$ cat src/rtl/sparse_arith_pkg.sv
// Shared constants and prefix-combine helper for the sparse-tree adder/subtractor family.
package sparse_arith_pkg;

    localparam int unsigned WIDTH_DEFAULT    = 64;
    localparam int unsigned SPARSITY_DEFAULT = 4;
    localparam int unsigned NBLK             = WIDTH_DEFAULT / SPARSITY_DEFAULT;

    typedef struct packed {
        logic g;
        logic p;
    } gp_t;

    // Combine a more-significant (hi) group with a less-significant (lo) group.
    function automatic gp_t gp_combine(input gp_t hi, input gp_t lo);
        gp_t r;
        r.g = hi.g | (hi.p & lo.g);
        r.p = hi.p & lo.p;
        return r;
    endfunction

endpackage

$ cat src/rtl/sparse_carry_tree.sv
// Sparse prefix carry tree: produces the carry into every SPARSITY-bit block plus carry-out.
module sparse_carry_tree
    import sparse_arith_pkg::*;
#(
    parameter int unsigned WIDTH    = WIDTH_DEFAULT,
    parameter int unsigned SPARSITY = SPARSITY_DEFAULT
) (
    input  logic [WIDTH-1:0]          g,
    input  logic [WIDTH-1:0]          p,
    input  logic                      cin,
    output logic [WIDTH/SPARSITY:0]   blk_carry
);

    localparam int unsigned NB = WIDTH / SPARSITY;

    gp_t blk_gp [NB];
    gp_t pre    [NB];
    gp_t lvl    [NB];

    always_comb begin
        for (int unsigned k = 0; k < NB; k++) begin
            blk_gp[k] = gp_t'({g[k*SPARSITY], p[k*SPARSITY]});
            for (int unsigned j = 1; j < SPARSITY; j++) begin
                blk_gp[k] = gp_combine(gp_t'({g[k*SPARSITY+j], p[k*SPARSITY+j]}), blk_gp[k]);
            end
        end
    end

    // Kogge-Stone prefix over block groups; pre[k] spans blocks k..0.
    always_comb begin
        pre = blk_gp;
        lvl = blk_gp;
        for (int unsigned d = 1; d < NB; d = d * 2) begin
            lvl = pre;
            for (int unsigned i = d; i < NB; i++) begin
                pre[i] = gp_combine(lvl[i], lvl[i-d]);
            end
        end
    end

    always_comb begin
        blk_carry[0] = cin;
        for (int unsigned k = 0; k < NB; k++) begin
            blk_carry[k+1] = pre[k].g | (pre[k].p & cin);
        end
    end

endmodule

$ cat src/rtl/sparse_subtractor64_pipe.sv
// Two-stage valid/ready pipelined subtractor: DIFF = A - B - BIN via A + ~B + ~BIN on a
// sparse carry tree (stage 1) and carry-select block sums (stage 2).
module sparse_subtractor64_pipe
    import sparse_arith_pkg::*;
#(
    parameter int unsigned WIDTH    = WIDTH_DEFAULT,
    parameter int unsigned SPARSITY = SPARSITY_DEFAULT
) (
    input  logic             CLK,
    input  logic             RST_N,
    input  logic             IN_VALID,
    output logic             IN_READY,
    input  logic [WIDTH-1:0] A,
    input  logic [WIDTH-1:0] B,
    input  logic             BIN,
    output logic             OUT_VALID,
    input  logic             OUT_READY,
    output logic [WIDTH-1:0] DIFF,
    output logic             BO,
    output logic             OV
);

    localparam int unsigned NB = WIDTH / SPARSITY;

    logic [WIDTH-1:0] g;
    logic [WIDTH-1:0] p;
    logic [NB:0]      blk_c;

    logic             s1_valid;
    logic [WIDTH-1:0] s1_p;
    logic [WIDTH-1:0] s1_g;
    logic [NB:0]      s1_c;
    logic             s1_a_msb;
    logic             s1_b_msb;

    logic             s2_adv;
    logic [WIDTH-1:0] sum0;
    logic [WIDTH-1:0] sum1;
    logic [WIDTH-1:0] diff_d;
    logic             ov_d;
    logic             c0;
    logic             c1;

    assign p = A ^ ~B;
    assign g = A & ~B;

    sparse_carry_tree #(
        .WIDTH    (WIDTH),
        .SPARSITY (SPARSITY)
    ) u_carry_tree (
        .g         (g),
        .p         (p),
        .cin       (~BIN),
        .blk_carry (blk_c)
    );

    assign s2_adv   = s1_valid & (~OUT_VALID | OUT_READY);
    assign IN_READY = ~s1_valid | s2_adv;

    // Block-local ripple is needed for both carry-in cases, hence G is kept alongside P.
    always_comb begin
        sum0   = '0;
        sum1   = '0;
        diff_d = '0;
        c0     = 1'b0;
        c1     = 1'b1;
        for (int unsigned k = 0; k < NB; k++) begin
            c0 = 1'b0;
            c1 = 1'b1;
            for (int unsigned j = 0; j < SPARSITY; j++) begin
                sum0[k*SPARSITY+j] = s1_p[k*SPARSITY+j] ^ c0;
                sum1[k*SPARSITY+j] = s1_p[k*SPARSITY+j] ^ c1;
                c0 = s1_g[k*SPARSITY+j] | (s1_p[k*SPARSITY+j] & c0);
                c1 = s1_g[k*SPARSITY+j] | (s1_p[k*SPARSITY+j] & c1);
            end
            diff_d[k*SPARSITY +: SPARSITY] = s1_c[k] ? sum1[k*SPARSITY +: SPARSITY]
                                                     : sum0[k*SPARSITY +: SPARSITY];
        end
        ov_d = (s1_a_msb ^ s1_b_msb) & (s1_a_msb ^ diff_d[WIDTH-1]);
    end

    always_ff @(posedge CLK) begin
        if (!RST_N) begin
            s1_valid  <= 1'b0;
            s1_p      <= '0;
            s1_g      <= '0;
            s1_c      <= '0;
            s1_a_msb  <= 1'b0;
            s1_b_msb  <= 1'b0;
            OUT_VALID <= 1'b0;
            DIFF      <= '0;
            BO        <= 1'b0;
            OV        <= 1'b0;
        end else begin
            if (IN_READY) begin
                s1_valid <= IN_VALID;
                if (IN_VALID) begin
                    s1_p     <= p;
                    s1_g     <= g;
                    s1_c     <= blk_c;
                    s1_a_msb <= A[WIDTH-1];
                    s1_b_msb <= B[WIDTH-1];
                end
            end
            if (s2_adv) begin
                OUT_VALID <= 1'b1;
                DIFF      <= diff_d;
                BO        <= ~s1_c[NB];
                OV        <= ov_d;
            end else if (OUT_READY) begin
                OUT_VALID <= 1'b0;
            end
        end
    end

endmodule

$ cat config.mk
export PLATFORM = sky130hd
export DESIGN_NAME = sparse_subtractor64_pipe
export DESIGN_NICKNAME = d
export VERILOG_FILES = /design/src/rtl/sparse_arith_pkg.sv /design/src/rtl/sparse_carry_tree.sv /design/src/rtl/sparse_subtractor64_pipe.sv
export SDC_FILE = /design/constraint.sdc
export NUM_CORES = 1
export LEC_CHECK = 0
export ABC_AREA = 1
export CAP_MARGIN = 20
export CORE_MARGIN = 10
export CORE_UTILIZATION = 57
export CTS_BUF_LIST = sky130_fd_sc_hd__clkbuf_4 sky130_fd_sc_hd__clkbuf_8 sky130_fd_sc_hd__clkbuf_16
export DETAILED_ROUTE_END_ITERATION = 6
export PLACE_DENSITY = 0.87
export SKIP_CTS_REPAIR_TIMING = 1
export SYNTH_ARGS = -nofsm -noshare
export SYNTH_HDL_FRONTEND = slang
export SYNTH_HIERARCHICAL = 1
export SYNTH_SLANG_ARGS = --single-unit
$ cat constraint.sdc
create_clock -name CLK -period 5.3 [get_ports CLK]
set_input_delay 0.53 -clock CLK [delete_from_list [all_inputs] [get_ports CLK]]
set_output_delay 0.53 -clock CLK [all_outputs]
set_load 0.005 [all_outputs]
==> results.txt <==
----------------------------------------------------
[Layout]
  Final design instance area without fill ... 0.0129 mm^2
  Count of nets after finishing ... 1786
  Area used by multi-input combinational logic ... 0.00544 mm^2
  Area added between synthesis and finish ... 25.3%
  Filler cells ... 1447
  Total inserted antenna cells ... 0
  Ratio of cells with drive above 1 in the final layout ... 6.11%
  Sequential cell area in the final layout ... 0.00398 mm^2

[Detailed routing]
  Via Count ... 9324
  Per-cell routed wire length ... 14.4 um
  Number of optimization iterations in the first detailed-route pass ... 5
  ANT nets after route ... 0
  Initial detailed-routing violation count ... 502
  Average vias per placed instance ... 5.18
  Routed wire length ... 25900 um
  # DRC ... 0

[Clock tree]
  Total number of clock tree sinks ... 199
  Maximum clock path buffer count ... 2
  CTS Root Cell ... sky130_fd_sc_hd__clkbuf_16
  Number of buffers inserted during clock tree synthesis ... 17
  Clock Latency Late Sink ... 0.42 ns
  Clock edge transition at the registers on the reported setup and hold paths ... 0.07 ns
  Number of H-tree levels ... 4
  TritonCTS clock tree ... built

[STA]
  F_max ... 0.326 GHz
  Least-Margin Pin Slew ... 1.07 ns
  Final number of hold-violating endpoints ... 0
  Fraction of the cycle the final worst path needs ... 57.8%
  Relative max-transition margin ... 28.3%
  Minimum setup slack in the final design ... 2.23 ns
  Time the worst path needs with I/O delays and setup ... 3.07 ns
  Final count of negative-setup-slack endpoints ... 0
  Final Max Tran Viols ... 0
  Clock tree skew after final layout ... 0.00628 ns
  Setup repair after global routing missed its margin ... no
  Final-layout setup total negative slack ... 0 ns

[Worst setup path]
  Number of cells on the worst reg-to-reg path ... 6
  Required time worst endpoint ... 5.65 ns
  Worst reg2reg path startpoint ... OUT_VALID
  Category of the critical setup timing path ... primary input to flop
  FF-to-FF End ... DIFF[8]
  Maximum fanout count along the critical path ... 54
  Arrival time of data at the critical path endpoint ... 3.41 ns
  Setup crit end kind ... flop
  Setup slack of the most critical reg-to-reg path ... 2.51 ns
  Critical Path Start Type ... primary input

[Logic synthesis]
  Most common cell in the synthesized netlist ... sky130_fd_sc_hd__nor2_1
  Biggest area contributors in the synthesized netlist ... sky130_fd_sc_hd__dfxtp_1, sky130_fd_sc_hd__nor2_1, sky130_fd_sc_hd__ha_1
  Sequential area share after synthesis ... 38.8%
  Largest area contributor in the synthesized netlist ... sky130_fd_sc_hd__dfxtp_1
  Area share of the leading cell type in the synthesized netlist ... 38.8%
  Post-synthesis cell count ... 1399
  Top_reg_cell synth ... sky130_fd_sc_hd__dfxtp_1
  Number of warnings issued by yosys ... 6
  Number of unique standard cell types used by synthesis ... 34
  Synth Area per Inst ... 7.34 um^2
  Cell area after technology mapping ... 0.0103 mm^2
  Post-synth EDFFs ... 0
  Synth async-reset ratio ... 0%
  Total of flip-flops plus latches after synthesis ... 199
  Net count after synthesis ... 1628
  Top cells by instance count after synthesis ... sky130_fd_sc_hd__nor2_1, sky130_fd_sc_hd__dfxtp_1, sky130_fd_sc_hd__o21ai_0

[Place]
  Count of input and output buffers ... 200
  Worst-case setup slack after placement ... 1.86 ns
  RePlAce Congestion ... 0.832
  Placement Cell Area ... 0.0123 mm^2
  Placed wire-length estimate ... 19100 um

[Min path]
  Worst min path class ... flop to flop
  Worst hold path cell count ... 1
  End point of the most critical hold path ... BO
  HP Start ... s1_c[16]

[Run]
  Max-capacitance violation count ... 0

[Power]
  Max rail drop VDD ... 0.000223 V
  Power density cells ... 287 mW/mm^2
  Leakage power of the design ... 6.15 nW

[Floorplan]
  Boundary pin count ... 201
  Starting utilization of the core area ... 57.6%
  Die Outline Area ... 0.0238 mm^2
  Vert. Die Dim ... 154 um
  Die W ... 154 um
  Core footprint ... 0.0178 mm^2
  Site Rows ... 49

[Status]
  Status ... finished, final reports clean

[Global routing]
  Number of antenna violations at the first check in global routing ... 0
  Pin count of the biggest net entering global routing ... 133
  Wire length of the first global-routing pass ... 42300 um
  GRT Resource Usage Total ... 20.9%
  Overflow after GRT ... 0
  Via count of the first global-routing pass ... 8914

----------------------------------------------------
==> layer usage <==
metal,part of all wire (%),track usage (%),vias up
met5,0,0,-
met4,1.6,6.03,0
met3,4.9,4.13,30
met2,50,36.9,241
met1,44,25.2,4269
li1,-,-,4784
==> worst max-delay path: stages <==
cell and delay, ns:
sky130_fd_sc_hd__clkdlybuf4s50_1 0.46, sky130_fd_sc_hd__inv_1 0.05, sky130_fd_sc_hd__nand2_1 0.09, sky130_fd_sc_hd__nand2_2 0.45
sky130_fd_sc_hd__inv_2 0.90, sky130_fd_sc_hd__buf_4 0.53, sky130_fd_sc_hd__o21ai_0 0.18, sky130_fd_sc_hd__a21oi_1 0.16
==> placed cells by master, fill, tap and decap left out, drive strengths merged, types with 5 or more instances in the layout <==
cell | netlist | final
xor2 | 15 | 15
clkbuf | 33 | 22
a21oi | 65 | 65
clkdlybuf4s50 | 0 | 199
clkinv | 1 | 5
nand3 | 26 | 26
o21ai | 202 | 202
xnor2 | 16 | 16
nor2 | 367 | 367
or2 | 16 | 16
a21o | 16 | 16
dfxtp | 199 | 199
ha | 96 | 96
inv | 140 | 142
nand2 | 159 | 159
buf | 32 | 5
nor3 | 5 | 5
==> worst max path at each step <==
stage / startpoint / to / cells past startpoint
6_report: OUT_READY / DIFF[8] / 8
5_1_grt: OUT_READY / DIFF[28] / 8
4_1_cts: OUT_READY / DIFF[8] / 8
3_5_place_dp: OUT_READY / DIFF[8] / 8
3_3_place_gp: OUT_READY / DIFF[27] / 8
2_1_floorplan: B[7] / s1_c[16] / 14
==> sequential cells by signal, indices dropped and copies added (netlist names) <==
register   count
OV             1
s1_p          64
s1_a_msb       1
s1_g          48
OUT_VALID      1
s1_c          17
s1_b_msb       1
BO             1
DIFF          64
s1_valid       1
==> cells by family (layout without fill, tap and decap cells) <==
logic type / Yosys count / after routing / synth area share [%]
and+or+nand+nor: 578 / 578 / 23.9
AOI/OAI and AO/OA: 289 / 289 / 14.7
buffers and inverters: 206 / 377 / 8.26
DFF: 199 / 199 / 38.8
adders and majority gates: 96 / 96 / 11.7
xor gates and xnor gates: 31 / 31 / 2.64
==> area by class of cell <==
class	instances	area share (%)
clock buffers	22	3.70
clock inverters	10	0.934
inverters	141	4.13
multi-input cells	994	42.3
flip-flops and latches	199	31.0
well taps	229	2.23
repair buffers	204	15.8
==> power by group <==
group	switching [mW]	internal (mW)
clock network	0.549	0.740
logic	0.370	0.349
registers	0.0737	1.61
total	0.993	2.70
==> through the flow <==
stage / cells / util [%] / hold slack (ns) / total power [mW]
finish: 1799 / 72.1 / 0.445 / 3.69
global route: 1799 / 72.1 / 0.475 / 3.88
CTS: 1799 / 72.1 / 0.452 / 3.72
detailed placement: 1767 / 68.8 / 0.442 / 2.43
global placement: 1767 / 68.8 / 0.421 / 2.41
floorplan: 1399 / - / 0.406 / 2.13
(Power assumes the default switching activity.)
